$ cat src/rtl/sao_lcu_filter.sv
// HEVC SAO filter: buffers one LCU, applies band / edge offset with clipping, writes it to frame SRAM.
// Optional macro SAO_DIAG_EN enables the diagonal edge classes (2/3); without it they pass through.
module sao_lcu_filter #(
    parameter int BIT_DEPTH  = 8,
    parameter int LCU_LOG2   = 4,
    parameter int PIC_W_LOG2 = 7,
    parameter int PIC_LCUS   = 64,
    parameter int IDX_W      = 3,
    parameter int ADDR_W     = 14
) (
    input  logic                 clk,
    input  logic                 reset,
    input  logic                 in_en,
    input  logic [BIT_DEPTH-1:0] din,
    input  logic [1:0]           sao_type,
    input  logic [4:0]           sao_band_pos,
    input  logic [1:0]           sao_eo_class,
    input  logic [15:0]          sao_offset,
    input  logic [IDX_W-1:0]     lcu_x,
    input  logic [IDX_W-1:0]     lcu_y,
    output logic                 busy,
    output logic                 finish,
    output logic                 sram_cen,
    output logic                 sram_wen,
    output logic [ADDR_W-1:0]    sram_addr,
    output logic [BIT_DEPTH-1:0] sram_d
);
    localparam int N  = 1 << (2 * LCU_LOG2);
    localparam int CW = 2 * LCU_LOG2;
    localparam int LW = (PIC_LCUS > 1) ? $clog2(PIC_LCUS) : 1;
    localparam int SW = BIT_DEPTH + 2;

    localparam logic [1:0] S_IDLE = 2'd0;
    localparam logic [1:0] S_LOAD = 2'd1;
    localparam logic [1:0] S_PROC = 2'd2;
    localparam logic [1:0] S_DONE = 2'd3;

    localparam logic [CW-1:0]       CNT_LAST = CW'(N - 1);
    localparam logic [CW-1:0]       CNT_ONE  = CW'(1);
    localparam logic [LW-1:0]       LCU_LAST = LW'(PIC_LCUS - 1);
    localparam logic [LW-1:0]       LCU_ONE  = LW'(1);
    localparam logic [LCU_LOG2-1:0] POS_ONE  = LCU_LOG2'(1);
    localparam logic [LCU_LOG2-1:0] POS_MAX  = '1;
    localparam logic signed [SW-1:0] MAX_S   = SW'((1 << BIT_DEPTH) - 1);

`ifdef SAO_DIAG_EN
    localparam bit DIAG_EN = 1'b1;
`else
    localparam bit DIAG_EN = 1'b0;
`endif

    logic [1:0]           state_q, state_d;
    logic [CW-1:0]        cnt_q, cnt_d;
    logic [LW-1:0]        lcu_cnt_q, lcu_cnt_d;
    logic                 busy_q, busy_d;
    logic [1:0]           type_q, type_d;
    logic [4:0]           band_pos_q, band_pos_d;
    logic [1:0]           eo_class_q, eo_class_d;
    logic [15:0]          offset_q, offset_d;
    logic [IDX_W-1:0]     lcu_x_q, lcu_x_d;
    logic [IDX_W-1:0]     lcu_y_q, lcu_y_d;

    logic [BIT_DEPTH-1:0] pix_mem [N];
    logic                 accept;

    assign accept = in_en && !busy_q;

    always_comb begin
        state_d    = state_q;
        cnt_d      = cnt_q;
        lcu_cnt_d  = lcu_cnt_q;
        type_d     = type_q;
        band_pos_d = band_pos_q;
        eo_class_d = eo_class_q;
        offset_d   = offset_q;
        lcu_x_d    = lcu_x_q;
        lcu_y_d    = lcu_y_q;
        case (state_q)
            S_IDLE: begin
                state_d = S_LOAD;
                cnt_d   = '0;
            end
            S_LOAD: begin
                if (accept) begin
                    cnt_d = cnt_q + CNT_ONE;
                    if (cnt_q == '0) begin
                        type_d     = sao_type;
                        band_pos_d = sao_band_pos;
                        eo_class_d = sao_eo_class;
                        offset_d   = sao_offset;
                        lcu_x_d    = lcu_x;
                        lcu_y_d    = lcu_y;
                    end
                    if (cnt_q == CNT_LAST) state_d = S_PROC;
                end
            end
            S_PROC: begin
                cnt_d = cnt_q + CNT_ONE;
                if (cnt_q == CNT_LAST) begin
                    if (lcu_cnt_q == LCU_LAST) begin
                        state_d = S_DONE;
                    end else begin
                        state_d   = S_LOAD;
                        lcu_cnt_d = lcu_cnt_q + LCU_ONE;
                    end
                end
            end
            default: begin
                state_d   = S_IDLE;
                lcu_cnt_d = '0;
            end
        endcase
        busy_d = (state_d != S_LOAD);
    end

    always_ff @(posedge clk or posedge reset) begin
        if (reset) begin
            state_q    <= S_IDLE;
            cnt_q      <= '0;
            lcu_cnt_q  <= '0;
            busy_q     <= 1'b1;
            type_q     <= '0;
            band_pos_q <= '0;
            eo_class_q <= '0;
            offset_q   <= '0;
            lcu_x_q    <= '0;
            lcu_y_q    <= '0;
        end else begin
            state_q    <= state_d;
            cnt_q      <= cnt_d;
            lcu_cnt_q  <= lcu_cnt_d;
            busy_q     <= busy_d;
            type_q     <= type_d;
            band_pos_q <= band_pos_d;
            eo_class_q <= eo_class_d;
            offset_q   <= offset_d;
            lcu_x_q    <= lcu_x_d;
            lcu_y_q    <= lcu_y_d;
        end
    end

    // Pixel buffer needs three reads per cycle (centre + two neighbours), so it stays in flops.
    always_ff @(posedge clk) begin
        if (accept) pix_mem[cnt_q] <= din;
    end

    logic [3:0] off_arr [4];
    for (genvar gi = 0; gi < 4; gi++) begin : g_off
        assign off_arr[gi] = offset_q[15 - 4 * gi -: 4];
    end

    logic [LCU_LOG2-1:0]  row, col, a_row, a_col, b_row, b_col;
    logic [BIT_DEPTH-1:0] c_pix, a_pix, b_pix, res;
    logic                 border, edge_hit, apply;
    logic [1:0]           edge_idx, off_idx;
    logic [4:0]           band_k;
    logic signed [SW-1:0] off_ext, sum;
    logic [ADDR_W-1:0]    addr_full;

    assign row = cnt_q[CW-1:LCU_LOG2];
    assign col = cnt_q[LCU_LOG2-1:0];

    always_comb begin
        a_row = row;
        a_col = col;
        b_row = row;
        b_col = col;
        case (eo_class_q)
            2'd0: begin
                a_col = col - POS_ONE;  b_col = col + POS_ONE;
                border = (col == '0) || (col == POS_MAX);
            end
            2'd1: begin
                a_row = row - POS_ONE;  b_row = row + POS_ONE;
                border = (row == '0) || (row == POS_MAX);
            end
            2'd2: begin
                a_row = row - POS_ONE;  a_col = col - POS_ONE;
                b_row = row + POS_ONE;  b_col = col + POS_ONE;
                border = (row == '0) || (row == POS_MAX) || (col == '0) || (col == POS_MAX);
            end
            default: begin
                a_row = row - POS_ONE;  a_col = col + POS_ONE;
                b_row = row + POS_ONE;  b_col = col - POS_ONE;
                border = (row == '0) || (row == POS_MAX) || (col == '0) || (col == POS_MAX);
            end
        endcase
    end

    assign c_pix = pix_mem[cnt_q];
    assign a_pix = pix_mem[{a_row, a_col}];
    assign b_pix = pix_mem[{b_row, b_col}];

    always_comb begin
        edge_hit = 1'b1;
        edge_idx = 2'd0;
        if (c_pix < a_pix && c_pix < b_pix)
            edge_idx = 2'd0;
        else if ((c_pix < a_pix && c_pix == b_pix) || (c_pix == a_pix && c_pix < b_pix))
            edge_idx = 2'd1;
        else if ((c_pix > a_pix && c_pix == b_pix) || (c_pix == a_pix && c_pix > b_pix))
            edge_idx = 2'd2;
        else if (c_pix > a_pix && c_pix > b_pix)
            edge_idx = 2'd3;
        else
            edge_hit = 1'b0;
    end

    // Band index wraps modulo 32, so band_pos near 31 can cover the lowest bands.
    assign band_k = c_pix[BIT_DEPTH-1 -: 5] - band_pos_q;

    always_comb begin
        apply   = 1'b0;
        off_idx = 2'd0;
        case (type_q)
            2'd1: begin
                apply   = (band_k < 5'd4);
                off_idx = band_k[1:0];
            end
            2'd2: begin
                apply   = edge_hit && !border && (DIAG_EN || !eo_class_q[1]);
                off_idx = edge_idx;
            end
            default: apply = 1'b0;
        endcase
    end

    assign off_ext = {{(SW - 4){off_arr[off_idx][3]}}, off_arr[off_idx]} <<< (BIT_DEPTH - 8);
    assign sum     = $signed({2'b00, c_pix}) + off_ext;

    always_comb begin
        res = c_pix;
        if (apply) begin
            if (sum[SW-1])        res = '0;
            else if (sum > MAX_S) res = '1;
            else                  res = sum[BIT_DEPTH-1:0];
        end
    end

    assign addr_full = (((ADDR_W'(lcu_y_q) << LCU_LOG2) + ADDR_W'(row)) << PIC_W_LOG2)
                     + (ADDR_W'(lcu_x_q) << LCU_LOG2) + ADDR_W'(col);

    assign busy      = busy_q;
    assign finish    = (state_q == S_DONE);
    assign sram_cen  = (state_q != S_PROC);
    assign sram_wen  = (state_q != S_PROC);
    assign sram_addr = (state_q == S_PROC) ? addr_full : '0;
    assign sram_d    = (state_q == S_PROC) ? res : '0;

endmodule
$ cat config.mk
export PLATFORM = sky130hd
export DESIGN_NAME = sao_lcu_filter
export DESIGN_NICKNAME = d
export VERILOG_FILES = /design/src/rtl/sao_lcu_filter.sv
export SDC_FILE = /design/constraint.sdc
export NUM_CORES = 2
export LEC_CHECK = 0
export CAP_MARGIN = 10
export CORE_ASPECT_RATIO = 0.5
export CORE_MARGIN = 3
export CORE_UTILIZATION = 30
export CTS_CLUSTER_SIZE = 16
export DETAILED_ROUTE_END_ITERATION = 10
export PLACE_DENSITY = 0.45
export SLEW_MARGIN = 0
export SYNTH_ARGS = -nofsm -noshare
export SYNTH_HDL_FRONTEND = slang
export SYNTH_SLANG_ARGS = --single-unit
$ cat constraint.sdc
create_clock -name clk -period 9.6 [get_ports clk]
set_input_delay 1.44 -clock clk [delete_from_list [all_inputs] [get_ports clk]]
set_output_delay 1.44 -clock clk [all_outputs]
set_load 0.01 [all_outputs]
==> out/qor.csv <==
stage;metric;value;unit
status;status;finished, violations left;
status;violations;negative setup slack;
sta;maxSlewHeadroom;9.80;%
critical_path;setup.worst_path.start;cnt_q[1]$_DFFE_PP0P_;
global_route;track_usage;24.1;%
pwr;switchingPower;24.8;mW
synthesis;ys_types;80;
detailed_routing;drtPass1Iterations;8;
clock_network;clkLatencyLatePin;930;ps
sta;setup_viol;8;
sta;final.min_clock_period;10770;ps
cells_and_area;layout_common_cells;edfxtp_1, mux4_2, buf_4;
sta;setup_slack;-1170;ps
global_route;busiest_layer;met2;
global_route;grt-ovfl-total;0;
placed_design;dp_hpwl;343000;um
cells_and_area;stdcell_area;0.145;sq mm
clock_network;path_clk_slew;70;ps
floorplanning;io_pins;68;
synthesis;ys_dominant_reg_cell;edfxtp_1;
sta;drv_slew;0;
detailed_routing;wl_per_cell;37.3;um
critical_path;timing.rr.start;cnt_q[2]$_DFFE_PP0P_;
critical_path;worstPathMaxFanout;17;
floorplanning;die-area;0.390;sq mm
critical_path;crit_buf_inv;13;
detailed_routing;viasPerCell;6.19;
floorplanning;die_h;443;um
critical_path;cp.arrival;9330;ps
global_route;grt_pass1_wl;665000;um
synthesis;synth-edff-count;2048;
sta;fin_skew;42.6;ps
pwr;clockPowerShare;15.4;%
synthesis;synthTopCellsByArea;edfxtp_1, mux4_2, a22oi_1;
synthesis;yosysTopAreaCellShare;53.7;%
global_route;grt_use_met1;33.5;%
synthesis;yosys.area.top_type;edfxtp_1;
pwr;power.internal;33.0;mW
critical_path;rr_worst_depth;9;
sta;worstMarginPinSlew;1350;ps
cells_and_area;finish.utilization;38.5;%
detailed_routing;drtIter0Drc;11498;
placed_design;dpl_worst_slack;-2640;ps
job;max_cap_viol_count;0;
critical_path;required;8160;ps
pwr;power_frac_comb;66.9;%
detailed_routing;wl;486000;um
clock_network;cts_buffers;223;
floorplanning;core_region_area;0.378;sq mm
synthesis;netlist_area;0.114;sq mm
placed_design;gp_congestion;0.963;
synthesis;synthesis.nets;6428;
cells_and_area;final_cells;13059;
sta;rsz0062_at_grt;yes;
global_route;gr-usage-met3;7.50;%
pwr;seqPwrFrac;17.8;%
global_route;grtUsageMet2;36.7;%
floorplanning;rows;159;
sta;timing.final.crit_share;112;%
synthesis;yosys_warnings;0;
critical_path;ff2ff_setup_slack;5220;ps
critical_path;cp_slowest_stage_delay;500;ps
floorplanning;die_w;880;um
detailed_routing;drc;0;
critical_path;start_kind;flip-flop;
sta;setup-tns-final;-8770;ps
critical_path;cp_top_family;compound AO/OA/AOI/OAI gates;
pwr;vdd_drop_max;0.280;mV
clock_network;cts_sinks;2096;
pwr;power.total;57.8;mW
placed_design;place_inst;12496;
synthesis;yosysSeqAreaShare;54.8;%
global_route;grt_max_degree;153;
placed_design;postPlaceCellArea;0.133;sq mm
pwr;p_leak;48.0;nW
critical_path;critical_path_class;reg -> out;
floorplanning;initial_core_util;30.3;%
worst_hold_path;hold_path.class;reg -> reg;
worst_hold_path;min_from;lcu_y_q[0]$_DFFE_PP0P_;
global_route;grt_pass1_vias;79783;
sta;hold_ws;499;ps
clock_network;cts_tree;yes;
critical_path;crit_path_frequent_cell;buf_4;
detailed_routing;vias;80800;
pwr;power_density;397;mW/mm^2
sta;fmax;92.8;MHz
synthesis;synth_area_per_cell;18.1;sq um
critical_path;endpoint_kind;output pin;
cells_and_area;drive_gt1_share;51.7;%
cells_and_area;final_net_count;7889;
critical_path;crit_slowest_cell;dfrtp_4;
clock_network;root_buffer;clkbuf_16;
critical_path;crit_cells;45;
global_route;antenna_found_initial;17;
clock_network;clockBufferDepth;4;
clock_network;htree_num_levels;4;
cells_and_area;area_growth;27.0;%
critical_path;rr_endpoint;pix_mem[89][2]$_DFFE_PP_;
synthesis;async_flop_share;2.29;%
detailed_routing;ant_nets;0;
synthesis;ys_seq_elements;2096;
cells_and_area;final_common_cell;edfxtp_1;
critical_path;crit_end;sram_d[4];
placed_design;io_buffers;67;
pwr;switching_share;42.9;%
synthesis;synth_cells;6338;
sta;timing_hold_violations_final;0;
power groups by stage:
| stage | combinational (mW) | sequential, mW | clock [mW] |
|---|---|---|---|
| 2_1_floorplan | 16.9 | 10.4 | 0 |
| 3_3_place_gp | 33.9 | 10.5 | 0 |
| 3_5_place_dp | 33.8 | 10.5 | 0 |
| 4_1_cts | 36.4 | 10.3 | 8.99 |
| 5_1_grt | 39.9 | 10.3 | 9.39 |
| 6_report | 38.6 | 10.3 | 8.89 |
synth_stat cells, types with 6 or more instances:
cell type and count:
edfxtp_1 2048, mux4_2 1575, a22oi_1 413, nor2_1 314, nand2_1 264, buf_2 259, clkbuf_1 244, a21oi_1 158
a211oi_1 146, a221oi_1 78, mux2i_1 69, a22o_1 61, buf_1 53, and2_1 47, dfrtp_1 47, ha_1 46
nor2b_1 45, a31oi_1 39, o22ai_1 39, mux2_2 38, nand3_1 38, buf_4 33, o221ai_1 30, inv_1 25
o21ai_0 23, a21o_1 21, nand4_1 13, xnor2_1 13, buf_6 11, mux4_1 9, o32ai_1 9, xor2_1 9
or4_1 8, nand2b_1 7, nor3_1 7, o21a_1 7, o21ai_1 7, o211ai_1 6
final cells by class:
class                      count  area, sq um
antenna                        8         20.0
clock buffer                 251         5730
clock inverter               155         1510
fill                       34342       232000
inverter                      29          118
multi-input combinational   3606        51100
sequential                  2096        62700
tap                         5071         6340
timing repair buffer        1843        17900
cell families (layout without fill, tap and decap cells):
| logic type | count (synthesis) | after routing | share of synthesized area [%] |
|---|---|---|---|
| adder cells (fa/ha/maj) | 48 | 48 | 0.538 |
| multiplexers | 1692 | 1692 | 32.2 |
| AND/OR/NAND/NOR | 770 | 770 | 2.93 |
| AO/OA/AOI/OAI | 1072 | 1072 | 6.77 |
| flip-flops | 2096 | 2096 | 54.8 |
| XOR/XNOR | 24 | 24 | 0.197 |
| buffers and inverters | 636 | 2278 | 2.61 |
| other | 0 | 8 | 0 |
worst reg2reg max path, cell delays in order, from the launching register on:
cell and delay (ps):
dfrtp_2 430, buf_4 150, buf_4 210, nor2b_4 290, buf_12 220, buf_4 200, buf_4 250, nand3_2 600
buf_4 510, nor2_1 1090
timing repair:
item,CTS,global route
hold buffers,0,0
pin swaps,50,95
setup endpoints to repair,8,8
setup buffers,60,66
gates resized for setup,369,266
gates cloned,17,10
how the worst min path moves through the flow:
stage / endpoint / slack (ps) / depth (start not counted)
floorplan: lcu_x_q[0]$_DFFE_PP0P_ / 470 / 1
global placement: lcu_x_q[1]$_DFFE_PP0P_ / 480 / 1
detailed placement: lcu_y_q[0]$_DFFE_PP0P_ / 490 / 1
CTS: lcu_y_q[0]$_DFFE_PP0P_ / 500 / 1
global route: lcu_x_q[1]$_DFFE_PP0P_ / 520 / 1
finish: lcu_y_q[0]$_DFFE_PP0P_ / 500 / 1
per-layer routing:
layer  vias to the layer above  share of wire [%]
li1                      30880                  -
met1                     43684                 40
met2                      5509                 45
met3                       719                 12
met4                         8                3.1
met5                         -              0.055
flip-flops by register name, indices dropped and copies added (netlist names):
signal	flops
type_q	2
state_q	2
lcu_y_q	3
pix_mem	2048
lcu_x_q	3
busy	1
band_pos_q	5
off_arr	16
eo_class_q	2
lcu_cnt_q	6
cnt_q	8
No activity file was read; power rests on OpenSTA's default activity.
